$ cat src/rtl/tdc_meas_sequencer_if.sv
// tdc_meas_sequencer_if: control/status bundle between the TDC measurement sequencer and its engines
interface tdc_meas_sequencer_if;
  logic       enable;
  logic [7:0] n_meas;
  logic       start_cfg;
  logic       end_cfg;
  logic       intb_n;
  logic       start_read;
  logic       end_read;
  logic       spi_owner;
  logic       busy;
  logic       done;
  logic [7:0] meas_count;
  logic       timeout_err;
  modport master (
    output enable, n_meas, end_cfg, intb_n, end_read,
    input  start_cfg, start_read, spi_owner, busy, done, meas_count, timeout_err
  );
  modport slave (
    input  enable, n_meas, end_cfg, intb_n, end_read,
    output start_cfg, start_read, spi_owner, busy, done, meas_count, timeout_err
  );
endinterface

$ cat src/rtl/tdc_meas_sequencer.sv
// tdc_meas_sequencer: runs config -> wait-interrupt -> readout cycles for a TDC, with timeout and abort
module tdc_meas_sequencer #(
  parameter logic [15:0] TIMEOUT_CYC = 16'd50000,
  parameter int          SYNC_STAGES = 2
) (
  input logic           clk,
  input logic           rst_n,
  tdc_meas_sequencer_if.slave bus
);
  typedef enum logic [2:0] {IDLE, CFG, WAIT_CFG, WAIT_INT, READ, WAIT_READ, NEXT, DONE} state_t;
  state_t state, state_nx;
  logic [SYNC_STAGES-1:0] sync;
  logic [15:0] tmo_cnt;
  logic [7:0]  n_lat;
  logic [7:0]  meas_cnt;
  logic [7:0]  cnt_inc;
  logic        owner;
  logic        tmo_err;
  logic        need_low;
  logic        int_s;
  logic        tmo_hit;
  assign int_s   = ~sync[SYNC_STAGES-1];
  assign tmo_hit = tmo_cnt == TIMEOUT_CYC - 16'd1;
  assign cnt_inc = &meas_cnt ? meas_cnt : meas_cnt + 8'd1;
  // oldest sample sits in the MSB; idle-high so reset does not look like an interrupt
  always_ff @(posedge clk or negedge rst_n)
    if (!rst_n) sync <= '1;
    else sync <= SYNC_STAGES'({sync, bus.intb_n});
  always_ff @(posedge clk or negedge rst_n)
    if (!rst_n) state <= IDLE;
    else state <= state_nx;
  always_comb begin
    state_nx = IDLE;
    case (state)
      IDLE:      state_nx = bus.enable && !need_low ? CFG : IDLE;
      CFG:       state_nx = WAIT_CFG;
      WAIT_CFG:  state_nx = bus.end_cfg ? WAIT_INT : WAIT_CFG;
      WAIT_INT:  state_nx = !bus.enable ? DONE : int_s ? READ : tmo_hit ? NEXT : WAIT_INT;
      READ:      state_nx = WAIT_READ;
      WAIT_READ: state_nx = bus.end_read ? NEXT : WAIT_READ;
      NEXT:      state_nx = (n_lat != 8'd0 && cnt_inc == n_lat) || !bus.enable ? DONE : CFG;
      DONE:      state_nx = IDLE;
      default:   state_nx = IDLE;
    endcase
  end
  // owner flips on entry to CFG/READ so it is already valid during the start pulse
  always_ff @(posedge clk or negedge rst_n)
    if (!rst_n) begin
      tmo_cnt  <= 16'd0;
      n_lat    <= 8'd0;
      meas_cnt <= 8'd0;
      owner    <= 1'b0;
      tmo_err  <= 1'b0;
      need_low <= 1'b0;
    end else begin
      tmo_cnt  <= state == WAIT_INT ? tmo_cnt + 16'd1 : 16'd0;
      owner    <= state_nx == CFG ? 1'b0 : state_nx == READ ? 1'b1 : owner;
      need_low <= state == DONE ? bus.enable : need_low && bus.enable;
      if (state == IDLE && state_nx == CFG) begin
        n_lat    <= bus.n_meas;
        meas_cnt <= 8'd0;
        tmo_err  <= 1'b0;
      end
      if (state == NEXT) meas_cnt <= cnt_inc;
      if (state == WAIT_INT && state_nx == NEXT) tmo_err <= 1'b1;
    end
  always_comb begin
    bus.start_cfg   = state == CFG;
    bus.start_read  = state == READ;
    bus.busy        = state != IDLE;
    bus.done        = state == DONE;
    bus.spi_owner   = owner;
    bus.meas_count  = meas_cnt;
    bus.timeout_err = tmo_err;
  end
endmodule

$ cat src/flat_wrapper.sv
// flat-port wrapper written by rule: the top's interface ports become plain ports
module tdc_meas_sequencer_flat 
#(
  parameter logic [15:0] TIMEOUT_CYC = 16'd50000,
  parameter int          SYNC_STAGES = 2
)
  (clk, rst_n, bus_enable, bus_n_meas, bus_end_cfg, bus_intb_n, bus_end_read, bus_start_cfg, bus_start_read, bus_spi_owner, bus_busy, bus_done, bus_meas_count, bus_timeout_err);
  tdc_meas_sequencer_if bus_i ();
  input logic clk;
  input logic rst_n;
  input wire logic [$bits(bus_i.enable)-1:0] bus_enable;
  input wire logic [$bits(bus_i.n_meas)-1:0] bus_n_meas;
  input wire logic [$bits(bus_i.end_cfg)-1:0] bus_end_cfg;
  input wire logic [$bits(bus_i.intb_n)-1:0] bus_intb_n;
  input wire logic [$bits(bus_i.end_read)-1:0] bus_end_read;
  output wire logic [$bits(bus_i.start_cfg)-1:0] bus_start_cfg;
  output wire logic [$bits(bus_i.start_read)-1:0] bus_start_read;
  output wire logic [$bits(bus_i.spi_owner)-1:0] bus_spi_owner;
  output wire logic [$bits(bus_i.busy)-1:0] bus_busy;
  output wire logic [$bits(bus_i.done)-1:0] bus_done;
  output wire logic [$bits(bus_i.meas_count)-1:0] bus_meas_count;
  output wire logic [$bits(bus_i.timeout_err)-1:0] bus_timeout_err;
  assign bus_i.enable = bus_enable;
  assign bus_i.n_meas = bus_n_meas;
  assign bus_i.end_cfg = bus_end_cfg;
  assign bus_i.intb_n = bus_intb_n;
  assign bus_i.end_read = bus_end_read;
  assign bus_start_cfg = bus_i.start_cfg;
  assign bus_start_read = bus_i.start_read;
  assign bus_spi_owner = bus_i.spi_owner;
  assign bus_busy = bus_i.busy;
  assign bus_done = bus_i.done;
  assign bus_meas_count = bus_i.meas_count;
  assign bus_timeout_err = bus_i.timeout_err;
  tdc_meas_sequencer #(.TIMEOUT_CYC(TIMEOUT_CYC), .SYNC_STAGES(SYNC_STAGES)) u_core (.clk(clk), .rst_n(rst_n), .bus(bus_i));
endmodule
$ cat config.mk
export PLATFORM = sky130hd
export DESIGN_NAME = tdc_meas_sequencer_flat
export DESIGN_NICKNAME = d
export VERILOG_FILES = /design/src/rtl/tdc_meas_sequencer_if.sv /design/src/rtl/tdc_meas_sequencer.sv /design/src/flat_wrapper.sv
export SDC_FILE = /design/constraint.sdc
export NUM_CORES = 1
export LEC_CHECK = 0
export ABC_AREA = 1
export BUFFER_PORTS_ARGS = -buffer_cell sky130_fd_sc_hd__buf_2
export CAP_MARGIN = 10
export CORE_UTILIZATION = 62
export DETAILED_ROUTE_END_ITERATION = 10
export GPL_TIMING_DRIVEN = 0
export PLACE_DENSITY = 0.85
export SLEW_MARGIN = 20
export SYNTH_ARGS = -nofsm -noshare
export SYNTH_HDL_FRONTEND = slang
export SYNTH_SLANG_ARGS = --single-unit
export TNS_END_PERCENT = 100
$ cat constraint.sdc
create_clock -name clk -period 4.1 [get_ports clk]
set_input_delay 0 -clock clk [delete_from_list [all_inputs] [get_ports clk]]
set_output_delay 0 -clock clk [all_outputs]
set_load 0.01 [all_outputs]
# Word level (Yosys, flattened, before mapping)
# Cells that the tools add are included.
# totals
regBits,40
elab_cells,54
out_inout_bits,14
inputBits,14
# op_classes
reduce_logical,15
n_eq_ne,12
mux,17
add_sub_neg,2
# ops
op,n
8-bit 2-to-1 mux,3
3-bit one-hot mux with 8 select lines,1
"3-bit == test, second input constant",6
"16-bit by 1-bit adder with 16-bit output, second input constant",1
"16-bit == test, second input constant",1
16-bit 2-to-1 mux,1
3-bit 2-to-1 mux,4
"8-bit by 1-bit adder with 8-bit output, second input constant",1
8-bit == test,1
8-bit AND reduction,1
8-bit nonzero test,1
1-bit 2-to-1 mux,7
"3-bit by 1-bit == test with 1-bit output, second input constant",2
"3-bit by 2-bit == test with 1-bit output, second input constant",2
2-bit nonzero test,3
1-bit logical AND,5
3-bit logical NOT,1
3-bit nonzero test,1
1-bit logical NOT,2
2-bit 2-to-1 mux,1
1-bit logical OR,1

# Logic depth before layout (Yosys ltp)
# depth
word_depth,11
ltp_mapped,18

# Least setup slack after synthesis
# OpenSTA, ideal clock, no wires.
# synth_timing
kind,reg-to-reg
startpoint,reg u_core.meas_cnt[0] (netlist: u_core.bus.meas_count[0])
endpoint,reg u_core.owner (netlist: u_core.bus.spi_owner)
path_buffers,0
path_slack_ns,2.280
t_required_ns,3.983
path_stages_with_launch,19
period_less_slack_ns,1.820
arrival_ns,1.704
cell_sequence,dfrtp_1 ha_1 nand2_2 nor2_8 nand2_2 nand2_2 nand2_1 nand2_1 nand2_1 nor2_1 nand2_1 nor2_2 nand2_1 nand2_1 nand2_2 nand2_2 nor2_1 nand2_1 nand2_1
# synth_between
elab_chain_len,9
elab_cells_between_ends,12
classes_between,add/sub (1); eq/ne (3); mux (4); reduce/logical (4)
# synth_lines
item,line,text
start: declaration,tdc_meas_sequencer.sv:15,logic [7:0] meas_cnt;
start signal: assignment,tdc_meas_sequencer.sv:64,if (state == NEXT) meas_cnt <= cnt_inc;
8-bit by 1-bit adder with 8-bit output / 8-bit AND reduction (equally long branches),tdc_meas_sequencer.sv:24,assign cnt_inc = &meas_cnt ? meas_cnt : meas_cnt + 8'd1;
8-bit 2-to-1 mux (*),tdc_meas_sequencer.sv:24,
8-bit == test (*),tdc_meas_sequencer.sv:41,NEXT: state_nx = (n_lat != 8'd0 && cnt_inc == n_lat) || !bus.enable ? DONE : CFG;
1-bit logical AND (*),tdc_meas_sequencer.sv:41,
1-bit logical OR (*),tdc_meas_sequencer.sv:41,
3-bit 2-to-1 mux (*),tdc_meas_sequencer.sv:41,
3-bit one-hot mux with 8 select lines (*),tdc_meas_sequencer.sv:34,case (state)
named net u_core.state_nx[1],tdc_meas_sequencer.sv:11,"state_t state, state_nx;"
3-bit by 1-bit == test with 1-bit output / 3-bit == test (equally long branches),tdc_meas_sequencer.sv:57,owner <= state_nx == CFG ? 1'b0 : state_nx == READ ? 1'b1 : owner;
1-bit 2-to-1 mux / 2-bit nonzero test (equally long branches),n/a,
end signal: assignment,tdc_meas_sequencer.sv:57,
end: declaration,tdc_meas_sequencer.sv:17,logic owner;
# Mark *: on every way through the listed nets, which the timed path passes. The rest lies on a longest branch.
# A chain may end at the register's enable or synchronous reset.

# Final worst setup path
# Ends and elaborated chain as after synthesis.

==> impl_metrics.csv <==
group,metric,value,unit
outcome,status,"finished, final reports clean",
sta,hold_slack,0.0951,ns
sta,worst_pin_slew,0.854,ns
synth,synth_flop_cell,"dfrtp_1",
worst_setup_path,critical_path.startpoint_type,"register",
synth,ys_seq_area_share,46.1,%
run,maxCapViolations,0,
grt,grt_busiest_layer,"met2",
cells_and_area,insertedDiodeCount,0,
routing,drc,0,
power_and_ir_drop,total_power,1.28,mW
synth,yosysUniqueCellTypes,29,
grt,grt_usage,26.3,%
sta,final.setup.tns,0,ns
floorplan,core_area,3360,µm²
power_and_ir_drop,vdd_ir_drop_max,369,µV
grt,grt_max_degree,41,
placed_design,gp_congestion,0.835,
cells_and_area,layout_commonest_cell,"nand2_1",
cts,ctsHoldBuffers,11,
synth,avgSynthCellArea,7.56,µm²
grt,antenna_found_initial,0,
worst_setup_path,end_kind,"register",
synth,netlist_instances,288,
cells_and_area,fillers,278,
cts,cts_tree,"built",
grt,grt.overflow.total,0,
placed_design,port_buffers,27,
sta,slew_violations,0,
cells_and_area,nets,349,
sta,finalCritPeriodShare,50.6,%
floorplan,die_w,61.3,µm
routing,dr_total_vias,1964,
placed_design,post-dp-hpwl,3390,µm
cts,cts.repair.resized,0,
floorplan,ios,28,
synth,async_flop_share,100,%
sta,hold_viol,0,
floorplan,die_h,61.3,µm
synth,ys_seq_elements,40,
cts,htree_num_levels,2,
cells_and_area,drive_above_1_share,17.4,%
grt,grt_first_pass_wirelength,7060,µm
synth,synth_edf_count,0,
sta,max_freq,0.482,GHz
synth,synth_area,2180,µm²
cells_and_area,final_area,2560,µm²
power_and_ir_drop,p_per_area,502,nW/µm²
cells_and_area,seqCellArea,1000,µm²
cells_and_area,multi_input_area,998,µm²
cts,path_clk_slew,0.12,ns
floorplan,die-area,3750,µm²
synth,yosys-top-cells-area,"dfrtp_1, nand2_1, inv_1",
floorplan,start_util,64.8,%
worst_setup_path,worstPathRequired,4.34,ns
routing,drtAntennaViolNets,0,
cells_and_area,fin_util,76.0,%
routing,drt-initial-drc-count,91,
sta,skew,0.00627,ns
cells_and_area,synthToLayoutAreaGrowth,17.4,%
sta,slew_headroom,43.1,%
min_path,worstHoldPathType,"in -> reg",
routing,vias_per_cell,5.17,
synth,synthesis.nets,304,
cells_and_area,mostFrequentLayoutCells,"nand2_1, inv_1, dfrtp_1, nand3_1, buf_2",
worst_setup_path,critPathKind,"reg -> reg",
worst_setup_path,crit_arrival,2.32,ns
sta,final-setup-viol-count,0,
min_path,hold_depth,4,
floorplan,row_count,21,
synth,synth_top_area_share,43.7,%
grt,grt_pass1_vias,1689,
synth,yosysTopAreaCell,"dfrtp_1",
routing,firstDrtPassIters,4,
routing,routed_wl,4520,µm
cts,numCtsBuffers,5,
power_and_ir_drop,p_leak,1.27,nW
cts,clock_latency,0.34,ns
cts,clockBufferDepth,2,
worst_setup_path,reg2reg_slack,2.02,ns
synth,synth_warnings,0,
grt,use_met3,8.19,%
grt,met2_usage,45.8,%
worst_setup_path,crit_fanout,6,
worst_setup_path,rr_worst_depth,16,
sta,finalCriticalPeriod,2.08,ns
placed_design,place_area,2370,µm²
grt,met1_usage,30.0,%
routing,wl_per_cell,11.9,µm
cts,clock_sinks,40,
sta,rsz0062_at_grt,"no",
cts,cts_setup_buffers,0,
cts,cts-root-buf,"clkbuf_4",
-- cells in the mapped netlist (2+ instances only) --
cell      instances
o21ai_2           2
nor3_2            2
o22ai_1           5
nand3b_1          2
nand2_2           6
dfstp_2           2
o21ai_0          18
nand3_1          30
a21oi_1          11
nand4_1           4
ha_1              2
clkbuf_1          2
dfrtp_1          38
nor3_1            6
inv_1            44
nand2_1          72
nor2_1           26
nor2_2            5
-- state kept, by name, summed over array words and instances, names as in the netlist --
name and count:
u_core.bus.timeout_err 1, u_core.bus.spi_owner 1, u_core.need_low 1, u_core.n_lat 8, u_core.state 3, u_core.sync 2, u_core.tmo_cnt 16, u_core.bus.meas_count 8
-- final timing paths --
check                                                           from                                   end
worst max-delay path            u_core.bus.meas_count[0]$_DFFE_PN0P_      u_core.bus.spi_owner$_DFFE_PN0P_
worst min-delay path                                    bus_end_read             u_core.state[0]$_DFF_PN0_
worst max register to register  u_core.bus.meas_count[0]$_DFFE_PN0P_      u_core.bus.spi_owner$_DFFE_PN0P_
worst min register to register              u_core.sync[0]$_DFF_PN1_              u_core.sync[1]$_DFF_PN1_
max in group asynchronous                                      rst_n           u_core.tmo_cnt[8]$_DFF_PN0_
min in group asynchronous                                      rst_n  u_core.bus.meas_count[0]$_DFFE_PN0P_
-- critical path, cell delays in order, from the launching register on --
cell and delay [ns]:
dfrtp_1 0.46, ha_1 0.24, nand2_2 0.12, nor2_8 0.16, nand3_1 0.10, nand3_1 0.13, nand2_1 0.06, nor2_1 0.10
nand2_1 0.07, nor2_2 0.09, nand2_1 0.07, nand2_1 0.07, nand2_2 0.07, nand2_2 0.09, nor2_1 0.04, nand2_1 0.05
nand2_1 0.05
-- logic make-up after synthesis --
family          after synthesis  share of synthesized area, %
fa+ha+maj                     2                          1.15
buf+inv                      47                          8.10
compound gates               40                          10.2
flops                        40                          46.1
simple gates                159                          34.5
-- metal layers --
metal / share of wire [%] / wire length (µm)
met4: 2.4 / 109
met2: 51 / 2310
met5: 0 / 0
met3: 4.3 / 194
met1: 42 / 1910
-- layout make-up --
cell class / instances / area share [%]
Tap cell: 46 / 2.25
Inverter: 45 / 6.60
Clock buffer: 6 / 1.61
Buffer: 2 / 0.294
Sequential cell: 40 / 39.2
Clock inverter: 2 / 1.37
Timing Repair Buffer: 38 / 9.59
Multi-Input combinational cell: 201 / 39.0
-- power by group --
part           leakage [nW]  switching (mW)  internal (mW)
Combinational         0.695           0.314          0.179
Clock                0.0422           0.125          0.128
Sequential            0.530          0.0627          0.476
-- metrics by stage --
stage | setup slack, ns | std cells
floorplan | 2.28 | 288
global placement | 2.11 | 361
detailed placement | 2.05 | 361
CTS | 2.02 | 380
global route | 1.76 | 380
finish | 2.02 | 380
Note: power is estimated with default switching activity, not from simulation.
